## src/rtl/cpu_pkg.sv

```systemverilog
// Shared CPU definitions: data width, canonical NOP encoding and fetch-stage states.
package cpu_pkg;

  localparam int unsigned XLEN      = 32;
  localparam logic [31:0] NOP_INSTR = 32'h0000_0013;

  typedef enum logic [1:0] {
    RUN   = 2'd0,
    HOLD  = 2'd1,
    FLUSH = 2'd2
  } fetch_state_t;

endpackage

```

## src/rtl/sat_counter.sv

```systemverilog
// Saturating up-counter: increments on inc and sticks at all-ones until reset.
module sat_counter #(
  parameter int unsigned W = 16
) (
  input  logic         clk,
  input  logic         rst,
  input  logic         inc,
  output logic [W-1:0] count
);

  always_ff @(posedge clk) begin
    if (rst) begin
      count <= '0;
    end else if (inc && (count != '1)) begin
      count <= count + W'(1);
    end
  end

endmodule

```

## src/rtl/fetch_stage_ctrl.sv

```systemverilog
// Fetch stage: PC and IF/ID registers, stall/redirect handling, bubble request,
// saturating stall/flush counters and a sticky stuck-stall watchdog.
module fetch_stage_ctrl #(
  parameter int unsigned     XLEN      = cpu_pkg::XLEN,
  parameter logic [XLEN-1:0] RESET_PC  = '0,
  parameter int unsigned     MAX_STALL = 8,
  parameter int unsigned     CNT_W     = 16
) (
  input  logic             clk,
  input  logic             rst,
  input  logic             stall_i,
  input  logic             branch_taken_i,
  input  logic [XLEN-1:0]  branch_target_i,
  output logic [XLEN-1:0]  imem_addr_o,
  input  logic [31:0]      imem_rdata_i,
  output logic [XLEN-1:0]  ifid_pc_o,
  output logic [31:0]      ifid_instr_o,
  output logic             ifid_valid_o,
  output logic             idex_bubble_o,
  output logic [1:0]       state_o,
  output logic [CNT_W-1:0] stall_cnt_o,
  output logic [CNT_W-1:0] flush_cnt_o,
  output logic             stall_timeout_o
);

  import cpu_pkg::*;

  localparam int unsigned RL_W = (MAX_STALL < 1) ? 1 : $clog2(MAX_STALL + 1);

  fetch_state_t    state_q, state_d;
  logic [XLEN-1:0] pc_q;
  logic [XLEN-1:0] ifid_pc_q;
  logic [31:0]     ifid_instr_q;
  logic            ifid_valid_q;
  logic [RL_W-1:0] run_len_q;
  logic            timeout_q;
  logic            stall_inc;
  logic            flush_inc;

  // State register
  always_ff @(posedge clk) begin
    if (rst) state_q <= RUN;
    else     state_q <= state_d;
  end

  // Next state: a redirect outranks a stall, anything else advances
  always_comb begin
    state_d = RUN;
    if (branch_taken_i)  state_d = FLUSH;
    else if (stall_i)    state_d = HOLD;
  end

  // Per-edge controls; bubble is suppressed while reset is held
  always_comb begin
    idex_bubble_o = 1'b0;
    stall_inc     = 1'b0;
    flush_inc     = 1'b0;
    if (!rst) begin
      idex_bubble_o = stall_i | branch_taken_i;
      flush_inc     = branch_taken_i;
      stall_inc     = stall_i & ~branch_taken_i;
    end
  end

  // PC, IF/ID and watchdog; the IF/ID PC field is kept on a kill
  always_ff @(posedge clk) begin
    if (rst) begin
      pc_q         <= RESET_PC;
      ifid_pc_q    <= '0;
      ifid_instr_q <= NOP_INSTR;
      ifid_valid_q <= 1'b0;
      run_len_q    <= '0;
      timeout_q    <= 1'b0;
    end else if (branch_taken_i) begin
      pc_q         <= branch_target_i;
      ifid_instr_q <= NOP_INSTR;
      ifid_valid_q <= 1'b0;
      run_len_q    <= '0;
    end else if (stall_i) begin
      if (run_len_q != RL_W'(MAX_STALL)) run_len_q <= run_len_q + RL_W'(1);
      if (run_len_q == RL_W'(MAX_STALL - 1)) timeout_q <= 1'b1;
    end else begin
      pc_q         <= pc_q + XLEN'(4);
      ifid_pc_q    <= pc_q;
      ifid_instr_q <= imem_rdata_i;
      ifid_valid_q <= 1'b1;
      run_len_q    <= '0;
    end
  end

  sat_counter #(.W(CNT_W)) u_stall_cnt (
    .clk   (clk),
    .rst   (rst),
    .inc   (stall_inc),
    .count (stall_cnt_o)
  );

  sat_counter #(.W(CNT_W)) u_flush_cnt (
    .clk   (clk),
    .rst   (rst),
    .inc   (flush_inc),
    .count (flush_cnt_o)
  );

  assign imem_addr_o     = pc_q;
  assign ifid_pc_o       = ifid_pc_q;
  assign ifid_instr_o    = ifid_instr_q;
  assign ifid_valid_o    = ifid_valid_q;
  assign state_o         = 2'(state_q);
  assign stall_timeout_o = timeout_q;

endmodule

```

## config.mk

```make
export PLATFORM = sky130hd
export DESIGN_NAME = fetch_stage_ctrl
export DESIGN_NICKNAME = d
export VERILOG_FILES = /design/src/rtl/cpu_pkg.sv /design/src/rtl/sat_counter.sv /design/src/rtl/fetch_stage_ctrl.sv
export SDC_FILE = /design/constraint.sdc
export NUM_CORES = 1
export LEC_CHECK = 0
export ABC_AREA = 1
export CORE_ASPECT_RATIO = 1.25
export CORE_MARGIN = 1
export CORE_UTILIZATION = 52
export CTS_BUF_LIST = sky130_fd_sc_hd__clkbuf_4
export CTS_CLUSTER_SIZE = 12
export DETAILED_ROUTE_END_ITERATION = 10
export DONT_BUFFER_PORTS = 1
export GPL_TIMING_DRIVEN = 0
export PLACE_DENSITY = 0.67
export SLEW_MARGIN = 5
export SYNTH_ARGS = -nofsm -noshare
export SYNTH_HDL_FRONTEND = slang
export SYNTH_SLANG_ARGS = --single-unit
```

## constraint.sdc

```tcl
create_clock -name clk -period 2.74 [get_ports clk]
set_clock_uncertainty 0.2 [all_clocks]
set_input_delay 0.274 -clock clk [delete_from_list [all_inputs] [get_ports clk]]
set_output_delay 0.274 -clock clk [all_outputs]
set_load 0.1 [all_outputs]
```

### Yosys cells after proc, flatten, opt, wreduce, memory -nomap -nowiden

Cells that the tools add are included.
W data, S select, Z words.

* $add $sub $neg: 4
* equal/unequal tests: 5
* muxes and demuxes: 7
* bitwise operators: 4
* reduce and logical (&&, ||, !) cells: 6

Operators by type and width (number)
* $mux W32: 2
* $add A16 B1 Y16 const B: 2
* $add A32 B3 Y32 const B: 1
* $ne A16 B16 Y1 const B: 2
* $add A4 B1 Y4 const B: 1
* $eq A4 B3 Y1 const B: 1
* $mux W1: 4
* $ne A4 B4 Y1 const B: 1
* $reduce_and A3 Y1: 1
* $reduce_or A3 Y1: 1
* $logic_and A1 B1 Y1: 2
* $mux W2: 1
* $ne A2 B1 Y1 const B: 1
* $not A1 Y1: 2
* $reduce_and A2 Y1: 1
* $reduce_or A2 Y1: 1
* $and A1 B1 Y1: 1
* $or A1 B1 Y1: 1

* bits in registers: 136
* input bits: 68
* word-level logic and storage cells: 36

### Depth between registers and ports, before layout

Gate-level depths: netlist of run 1.

* word-level depth: 4
* mapped depth: 10
* gate-level depth less buffers: 10

### Hierarchy

From an unflattened synthesis of run 1, not the netlist that was laid out.

* cells, all modules: 998
* area total of the unflattened synthesis: 6681.4 µm²

Modules (own cells, without submodules)
* fetch_stage_ctrl: times used 1, cells each 700, area an instance 4822.1 µm²
* sat_counter: times used 2, cells each 149, area an instance 929.6 µm²

### Worst setup path after synthesis of run 1

OpenSTA, ideal clock, no wires.

* path kind: flip-flop to flip-flop
* start: register u_flush_cnt.count[1]
* end: register u_flush_cnt.count[13]
* arrival time: 2.229 ns
* slack: 0.179 ns
* cell stages (with the launch flop): 10
* period minus slack after synthesis: 2.561 ns
* cell sequence: dfxtp_1 ha_1 nand3_2 nor3_4 nand2_1 nand2_1 nand2_2 clkbuf_8 nand2_1 a21oi_2

* word-level cells in the longest chain between the ends: 2

RTL lines
* start, declared: line sat_counter.sv:8 `output logic [W-1:0] count`
* start signal, assigned: line sat_counter.sv:15 `count <= count + W'(1);`
* branches (longest 2 deep; another with $add A16 B1 Y16)

Parallel ways; which one is timed is not known.
A chain may end at the register's enable or synchronous reset.

### Worst setup path in the final report of run 1

* start: register pc_q[20] (netlist: imem_addr_o[20])
* end: register pc_q[22] (netlist: imem_addr_o[22])

* word-level cells in the longest chain between the ends: 3

RTL lines
* start, declared: line fetch_stage_ctrl.sv:31 `logic [XLEN-1:0] pc_q;`
* start signal, assigned: line fetch_stage_ctrl.sv:75 `pc_q <= branch_target_i;`
* start signal, assigned: line fetch_stage_ctrl.sv:83 `pc_q <= pc_q + XLEN'(4);`
* $add A32 B3 Y32: line fetch_stage_ctrl.sv:83
* $mux W32: line fetch_stage_ctrl.sv:79 `end else if (stall_i) begin`
* $mux W32: line fetch_stage_ctrl.sv:74 `end else if (branch_taken_i) begin`

No other way between the ends. The select of a mux whose other input is x is not followed.

==> results.sh, run 1 <==
export IMPL_synth_compound_area_share_pct=11.35
export IMPL_synth_top_family_by_area="simple AND/OR/NAND/NOR gates"
export IMPL_endpoint_kind="flip-flop"
export IMPL_cts_buffers=17
export IMPL_dp_hpwl_um=13670
export IMPL_critPathLaunchType="flip-flop"
export IMPL_synth_most_common_cell="nand2_1"
export IMPL_dieArea_um2=13150
export IMPL_synthXorXnorAreaFrac_pct=2.388
export IMPL_place_port_buffers=0
export IMPL_drc_errors=0
export IMPL_tightest_slew_ps=1212
export IMPL_drt_iter0_drc=346
export IMPL_drive_gt1_share_pct=9.674
export IMPL_avgViaCountPerCell=5.326
export IMPL_syn_area_um2=6601
export IMPL_cts_tree="done"
export IMPL_ant_nets=0
export IMPL_power_density_nw_per_um2=566.3
export IMPL_cts_root_buffer="clkbuf_4"
export IMPL_setup_worst_path_start="imem_addr_o[20]"
export IMPL_setup_viol=0
export IMPL_overflow=0
export IMPL_power_uw=4522
export IMPL_synth_warnings=0
export IMPL_critPathRequiredTime_ps=2970
export IMPL_ys_top_cells_by_area="dfxtp_1 (41%), nand2_1 (16%), nor2_1 (6.4%), a21oi_1 (5.6%), inv_1 (5.4%)"
export IMPL_yosys_area_top_type="dfxtp_1"
export IMPL_htreeDepth=4
export IMPL_hold_violations=0
export IMPL_syn2layout_area_growth_pct=20.96
export IMPL_max_slew_margin_pct=19.07
export IMPL_vdd_drop_max_v=0.0004347
export IMPL_routed_wl_um=19660
export IMPL_worstPathArrival_ps=2870
export IMPL_status="completed"
export IMPL_cts_buffer_depth=2
export IMPL_cts_sinks=136
export IMPL_clock_latency_ps=540
export IMPL_drv_cap=0
export IMPL_path_class="flip-flop to flip-flop"
export IMPL_period_needed_ps=2633
export IMPL_ioPinCount=201
export IMPL_place_congestion=0.8819
export IMPL_synth_nets=1033
export IMPL_min_path_type="input port to flip-flop"
export IMPL_syn_inst=960
export IMPL_antenna_found_initial=1
export IMPL_dp_slack_ps=-164.9
export IMPL_hold_path_startpoint="rst"
export IMPL_rsz0062_at_grt="no"
export IMPL_synth_common_cells="nand2_1 (279), dfxtp_1 (136), nor2_1 (112), inv_1 (95), a21oi_1 (74)"
export IMPL_core_area_um2=12270
export IMPL_layout_nets=1135
export IMPL_drv_slew=0
export IMPL_grt_max_degree=17
export IMPL_syn_area_per_cell_um2=6.876
export IMPL_min_period_over_period_pct=96.10
export IMPL_clk_pin_slew_ps=130
export IMPL_reg2reg_from="imem_addr_o[20]"
export IMPL_die_w_um=102.8
export IMPL_cts_setup_buffers=0
export IMPL_fmax_mhz=379.8
export IMPL_rows=45
export IMPL_dr_pass1_iters=5
export IMPL_ys_flop_type="dfxtp_1"
export IMPL_power_leakage_uw=0.003230
export IMPL_vias=6604
export IMPL_synth_mux_area_share_pct=0
export IMPL_grt_usage_pct=30.41
export IMPL_synth_top_area_share_pct=41.24
export IMPL_ys_seq_area_share_pct=41.24
export IMPL_grt_pass1_wl_um=30780
export IMPL_ys_ff_latch=136
export IMPL_cp_max_fo=6
export IMPL_die_height_um=128.0
export IMPL_synth_adder_area_share_pct=0.9477
export IMPL_yosysUniqueCellTypes=43
export IMPL_grt_pass1_vias=6353
export IMPL_initial_core_util_pct=53.78
export IMPL_post_route_util_pct=65.06
export IMPL_final_setup_tns_ps=0
export IMPL_wire_per_inst_um=15.86
export IMPL_setup_ws_ps=106.8
export IMPL_yosys_area_share_simple_pct=34.95
export IMPL_async_reset_ff_share_pct=0
export IMPL_synth_edff_count=0
==> state kept, by name, summed over array words and instances (netlist names) <==
| name | count |
|---|---|
| stall_timeout_o | 1 |
| ifid_pc_o | 32 |
| run_len_q | 4 |
| state_o | 2 |
| imem_addr_o | 32 |
| ifid_valid_o | 1 |
| u_stall_cnt.count | 16 |
| u_flush_cnt.count | 16 |
| ifid_instr_o | 32 |
==> per-stage QoR <==
stage | cell area [um^2] | cells | hold slack, ps
after global placement | 6807 | 1124 | 171.3
final | 7985 | 1240 | 81.32
after CTS | 7955 | 1239 | 44.83
after floorplan | 6601 | 960 | 158.8
after detailed placement | 6809 | 1124 | 171.4
after global routing | 7985 | 1240 | 84.50
==> cell type report <==
cell class / instances / area (um^2)
Multi-Input combinational cell: 686 / 3284
Clock inverter: 14 / 172.7
Inverter: 100 / 382.9
Clock buffer: 18 / 135.1
Tap cell: 164 / 205.2
Fill cell: 1174 / 4289
Timing Repair Buffer: 83 / 830.8
Antenna cell: 1 / 2.502
Sequential cell: 136 / 2753
Buffer: 38 / 219.0
==> cells by family (layout without fill, tap and decap cells) <==
group / after synthesis / in the layout
other: 0 / 1
AOI/OAI and AO/OA: 136 / 136
adders and majority gates: 5 / 5
DFF: 136 / 136
and+or+nand+nor: 527 / 527
xor gates and xnor gates: 18 / 18
buffers and inverters: 138 / 253
==> placed cells by master, fill, tap and decap left out, types with 18 or more instances in the layout <==
| master | instances |
|---|---|
| o21ai_0 | 39 |
| inv_1 | 95 |
| dlygate4sd3_1 | 83 |
| dfxtp_1 | 112 |
| nand3_1 | 66 |
| a21oi_1 | 74 |
| dfxtp_2 | 24 |
| nand2_1 | 279 |
| clkbuf_4 | 18 |
| nor2_1 | 111 |
| nor3_1 | 24 |
==> timing repair <==
action                                  in CTS  in global routing
hold endpoints to repair                    91                  0
hold buffers                                83                  0
endpoints found under the setup margin      35                 39
gates resized for setup                      6                 19
==> metal layers <==
metal  part of all wire (%)  wire [um]  global-route usage, %  vias up
met5                      0          0                      0        -
met4                    3.1        601                  13.17        0
met3                    8.1       1583                  8.670       54
met2                     49       9666                  51.57      246
met1                     40       7811                  35.29     3007
li1                       -          -                      -     3297
==> worst max-delay path, cell delays in order (launching register included) <==
cell     delay (ps)
dfxtp_1        1090
inv_1           220
nor3_1          600
nand3_1         140
nand3_1         100
nand3_1          80
nand2_1          60
inv_1            40
==> power by group <==
part | switching [uW] | internal (uW) | total (uW) | leakage (uW)
Combinational | 247 | 183 | 429 | 0.00195
Sequential | 608 | 2050 | 2660 | 0.00112
Clock | 784 | 650 | 1430 | 0.000163
Total | 1640 | 2880 | 4520 | 0.00323
==> worst paths after layout <==
| check | to | slack [ps] | cells after the start |
|---|---|---|---|
| max | imem_addr_o[22] | 110 | 7 |
| min | u_stall_cnt.count[7] | 80 | 3 |
| max reg2reg | imem_addr_o[22] | 110 | 7 |
| min reg2reg | run_len_q[1] | 310 | 2 |
Note: power is estimated with default switching activity, not from simulation.
==> inputs of run 2 (changes only) <==
- REMOVE_ABC_BUFFERS: default -> 1
==> results.sh, run 2 (same netlist as run 1, synthesis figures left out) <==
export IMPL_cts_sinks=136
export IMPL_fillers=1153
export IMPL_min_path_type="input port to flip-flop"
export IMPL_fmax_mhz=384.2
export IMPL_ioPinCount=201
export IMPL_cts_buffers=17
export IMPL_cts_buffer_depth=2
export IMPL_place_port_buffers=0
export IMPL_setup_viol=0
export IMPL_power_leakage_uw=0.003080
export IMPL_stdcell_count=1194
export IMPL_max_slew_margin_pct=20.52
export IMPL_critPathLaunchType="flip-flop"
export IMPL_die_w_um=102.8
export IMPL_cts_root_buffer="clkbuf_4"
export IMPL_syn2layout_area_growth_pct=16.47
export IMPL_clock_latency_ps=530
export IMPL_power_density_nw_per_um2=564.2
export IMPL_ant_nets=0
export IMPL_core_area_um2=12270
export IMPL_antenna_found_initial=1
export IMPL_tightest_slew_ps=1191
export IMPL_place_congestion=0.8073
export IMPL_initial_core_util_pct=53.78
export IMPL_grt_usage_pct=27.37
export IMPL_grt_pass1_wl_um=28130
export IMPL_period_needed_ps=2603
export IMPL_grt_max_degree=64
export IMPL_hold_violations=0
export IMPL_cts_tree="done"
export IMPL_endpoint_kind="flip-flop"
export IMPL_dr_pass1_iters=5
export IMPL_drv_cap=0
export IMPL_dp_hpwl_um=11410
export IMPL_crit_end="u_flush_cnt.count[9]"
export IMPL_status="completed"
export IMPL_r2r_cells=7
export IMPL_setup_worst_path_start="u_flush_cnt.count[10]"
export IMPL_cp_max_fo=14
export IMPL_grt_pass1_vias=5787
export IMPL_avgViaCountPerCell=5.314
export IMPL_drive_gt1_share_pct=8.941
export IMPL_drt_iter0_drc=257
export IMPL_routed_wl_um=18170
export IMPL_drc_errors=0
export IMPL_dpl_cell_count=1086
export IMPL_final_setup_tns_ps=0
export IMPL_die_height_um=128.0
export IMPL_vias=6345
export IMPL_wire_per_inst_um=15.22
export IMPL_mostFrequentLayoutCell="nand2_1"
export IMPL_rows=45
export IMPL_reg2reg_from="u_flush_cnt.count[10]"
export IMPL_worstPathArrival_ps=2830
export IMPL_critPathRequiredTime_ps=2960
export IMPL_clk_pin_slew_ps=130
export IMPL_layout_nets=1089
export IMPL_reg2reg_slack_ps=140
export IMPL_min_period_over_period_pct=95.00
export IMPL_dieArea_um2=13150
export IMPL_htreeDepth=4
export IMPL_drv_slew=0
export IMPL_vdd_drop_max_v=0.0004621
export IMPL_final_cell_mix="nand2_1 (279), dfxtp_1 (113), nor2_1 (111)"
export IMPL_rr_endpoint="u_flush_cnt.count[9]"
export IMPL_path_class="flip-flop to flip-flop"
export IMPL_overflow=0
export IMPL_rsz0062_at_grt="no"
run 2: final cells by class:
class	count	area, um^2	share of cell area (%)
multi-input combinational	687	3291	42.80
sequential	136	2751	35.79
timing repair buffer	74	785.8	10.22
inverter	100	382.9	4.980
tap	164	205.2	2.669
clock inverter	15	142.6	1.855
clock buffer	17	127.6	1.660
antenna	1	2.502	0.03255
run 2: how the worst min path moves through the flow:
stage,start,end,slack [ps],cells past startpoint
floorplan,rst,u_flush_cnt.count[13],140,1
global placement,rst,u_flush_cnt.count[13],150,1
detailed placement,rst,u_flush_cnt.count[8],150,1
CTS,imem_rdata_i[1],ifid_instr_o[1],150,3
global route,imem_rdata_i[9],ifid_instr_o[9],160,3
finish,branch_target_i[4],imem_addr_o[4],190,3
run 2: critical path: stages, from the launching register on:
cell and delay [ps]:
dfxtp_1 1030, inv_1 220, nor3_1 440, nand2_1 130, nand2_1 90, nand2_2 170, o21ai_0 140, a21oi_1 80
run 2: per-layer routing:
layer,track usage (%),wire length [um],up-vias
li1,-,-,3209
met1,32.56,7607,2881
met2,46.86,8809,235
met3,8.506,1513,20
met4,7.954,240,0
met5,0,0,-
run 2: power breakdown:
| group | internal [uW] | switching (uW) |
|---|---|---|
| registers | 2050 | 605 |
| clock network | 466 | 820 |
| logic | 162 | 232 |
run 2: what timing repair did:
| item | 4_1_cts | 5_1_grt |
|---|---|---|
| hold buffers | 72 | 0 |
| pin swaps | 0 | 1 |
| cloned | 0 | 1 |
| setup endpoints to repair | 35 | 28 |
| endpoints found under the hold margin | 136 | 0 |
| resized for setup | 7 | 16 |
| buffers inserted | 0 | 2 |
run 2: through the flow:
step	cell area, um^2	hold WS, ps	setup WS, ps	utilization (%)	power [uW]
final	7689	187.2	137.0	62.64	4338
after global routing	7689	163.4	0.2016	62.64	4507
after CTS	7627	146.1	45.97	62.14	4366
after detailed placement	6590	149.0	-85.01	53.69	2952
after global placement	6588	149.4	-63.45	53.67	2946
after floorplan	6382	136.4	217.2	-	2868
==> inputs of run 3 (changes only) <==
- RECOVER_POWER: default -> 100
==> results.sh, run 3 (same netlist as run 1, synthesis figures left out) <==
export IMPL_cp_max_fo=14
export IMPL_ioPinCount=201
export IMPL_cts_sinks=136
export IMPL_rows=45
export IMPL_switchingPower_uw=1660
export IMPL_dp_hpwl_um=11410
export IMPL_min_period_over_period_pct=95.00
export IMPL_use_met2_pct=46.86
export IMPL_place_congestion=0.8073
export IMPL_drv_slew=0
export IMPL_dieArea_um2=13150
export IMPL_tightest_slew_ps=1217
export IMPL_power_leakage_uw=0.003079
export IMPL_cts_buffer_depth=2
export IMPL_overflow=0
export IMPL_initial_core_util_pct=53.78
export IMPL_htreeDepth=4
export IMPL_path_class="flip-flop to flip-flop"
export IMPL_grt_busiest_layer="met2"
export IMPL_power_internal_uw=2681
export IMPL_core_area_um2=12270
export IMPL_die_w_um=102.8
export IMPL_ant_nets=0
export IMPL_antenna_found_initial=1
export IMPL_drc_errors=0
export IMPL_setup_viol=0
export IMPL_clk_pin_slew_ps=130
export IMPL_grt_pass1_vias=5787
export IMPL_dr_pass1_iters=5
export IMPL_fmax_mhz=384.2
export IMPL_grt_pass1_wl_um=28130
export IMPL_place_port_buffers=0
export IMPL_grt_max_degree=64
export IMPL_final_cell_mix="nand2_1 (279), dfxtp_1 (113), nor2_1 (111)"
export IMPL_endpoint_kind="flip-flop"
export IMPL_grt_use_met3_pct=8.506
export IMPL_grt_usage_pct=27.37
export IMPL_critPathLaunchType="flip-flop"
export IMPL_vdd_drop_max_v=0.0004624
export IMPL_wire_per_inst_um=15.20
export IMPL_min_path_type="input port to flip-flop"
export IMPL_max_slew_margin_pct=18.78
export IMPL_final_setup_tns_ps=0
export IMPL_cts_root_buffer="clkbuf_4"
export IMPL_worstPathArrival_ps=2830
export IMPL_power_density_nw_per_um2=565.2
export IMPL_mostFrequentLayoutCell="nand2_1"
export IMPL_vias=6350
export IMPL_power_share_switching_pct=38.24
export IMPL_cts_buffers=17
export IMPL_die_height_um=128.0
export IMPL_seqPwrFrac_pct=61.2
export IMPL_layout_nets=1089
export IMPL_drive_gt1_share_pct=8.844
export IMPL_hold_violations=0
export IMPL_clock_power_share_pct=29.7
export IMPL_period_needed_ps=2603
export IMPL_post_route_util_pct=62.57
export IMPL_reg2reg_slack_ps=140
export IMPL_clock_latency_ps=540
export IMPL_drt_iter0_drc=257
export IMPL_routed_wl_um=18150
export IMPL_rsz0062_at_grt="no"
export IMPL_avgViaCountPerCell=5.318
export IMPL_fillers=1156
export IMPL_drv_cap=0
export IMPL_status="completed"
export IMPL_syn2layout_area_growth_pct=16.34
export IMPL_grt_util_met1_pct=32.56
export IMPL_cts_tree="done"
export IMPL_pwr_share_comb_pct=9.0
export IMPL_critPathRequiredTime_ps=2970
## run 3: cell count changes in the layout (fill, tap and decap cells not counted)
cell | before | now
nor2_2 | 8 | 9
a21oi_1 | 74 | 75
nor2_4 | 3 | 2
a21oi_2 | 3 | 2
## run 3: worst paths after layout
| kind | cells after the start | to | start |
|---|---|---|---|
| worst min-delay path | 3 | imem_addr_o[4] | branch_target_i[4] |
| worst min register to register | 2 | run_len_q[1] | run_len_q[1] |
| worst max register to register | 7 | u_flush_cnt.count[9] | u_flush_cnt.count[10] |
| worst max-delay path | 7 | u_flush_cnt.count[9] | u_flush_cnt.count[10] |
## run 3: cell type report
class                           count  area, um^2  area share, %
Antenna cell                        1       2.502        0.03258
Timing Repair Buffer               74       785.8          10.23
Clock inverter                     15       142.6          1.857
Tap cell                          164       205.2          2.672
Inverter                          100       382.9          4.985
Sequential cell                   136        2751          35.83
Multi-Input combinational cell    687        3282          42.73
Clock buffer                       17       127.6          1.662
## run 3: power groups by stage
stage               registers [uW]  logic (uW)  clock network, uW
detailed placement            2700         255                  0
floorplan                     2670         201                  0
finish                        2660         393               1290
CTS                           2650         384               1330
global route                  2670         436               1400
global placement              2690         251                  0
## run 3: metrics by stage
| step | instances | hold slack [ps] | worst slack, ps | cell area [um^2] | power [uW] |
|---|---|---|---|---|---|
| 4_1_cts | 1190 | 146.1 | 45.97 | 7627 | 4366 |
| 3_3_place_gp | 1086 | 149.4 | -63.45 | 6588 | 2946 |
| 6_report | 1194 | 182.6 | 137.1 | 7680 | 4341 |
| 5_1_grt | 1194 | 163.4 | 0.3233 | 7680 | 4506 |
| 2_1_floorplan | 922 | 136.4 | 217.2 | 6382 | 2868 |
| 3_5_place_dp | 1086 | 149.0 | -85.01 | 6590 | 2952 |
## run 3: metal layers
metal  part of all wire, %  routed length, um
met5                     0                  0
met4                   1.2                213
met3                   8.6               1568
met2                    49               8815
met1                    42               7554
## run 3: critical path: stages (launching register included)
cell	delay, ps
dfxtp_1	1030
inv_1	220
nor3_1	440
nand2_1	130
nand2_1	90
nand2_2	170
o21ai_0	140
a21oi_1	80
## run 3: timing repair
action	CTS	global route
gates resized for setup	7	16
setup endpoints to repair	35	28
buffers inserted	0	2
hold buffers	72	0
endpoints found under the hold margin	136	0
pin swaps	0	1
gates cloned	0	1
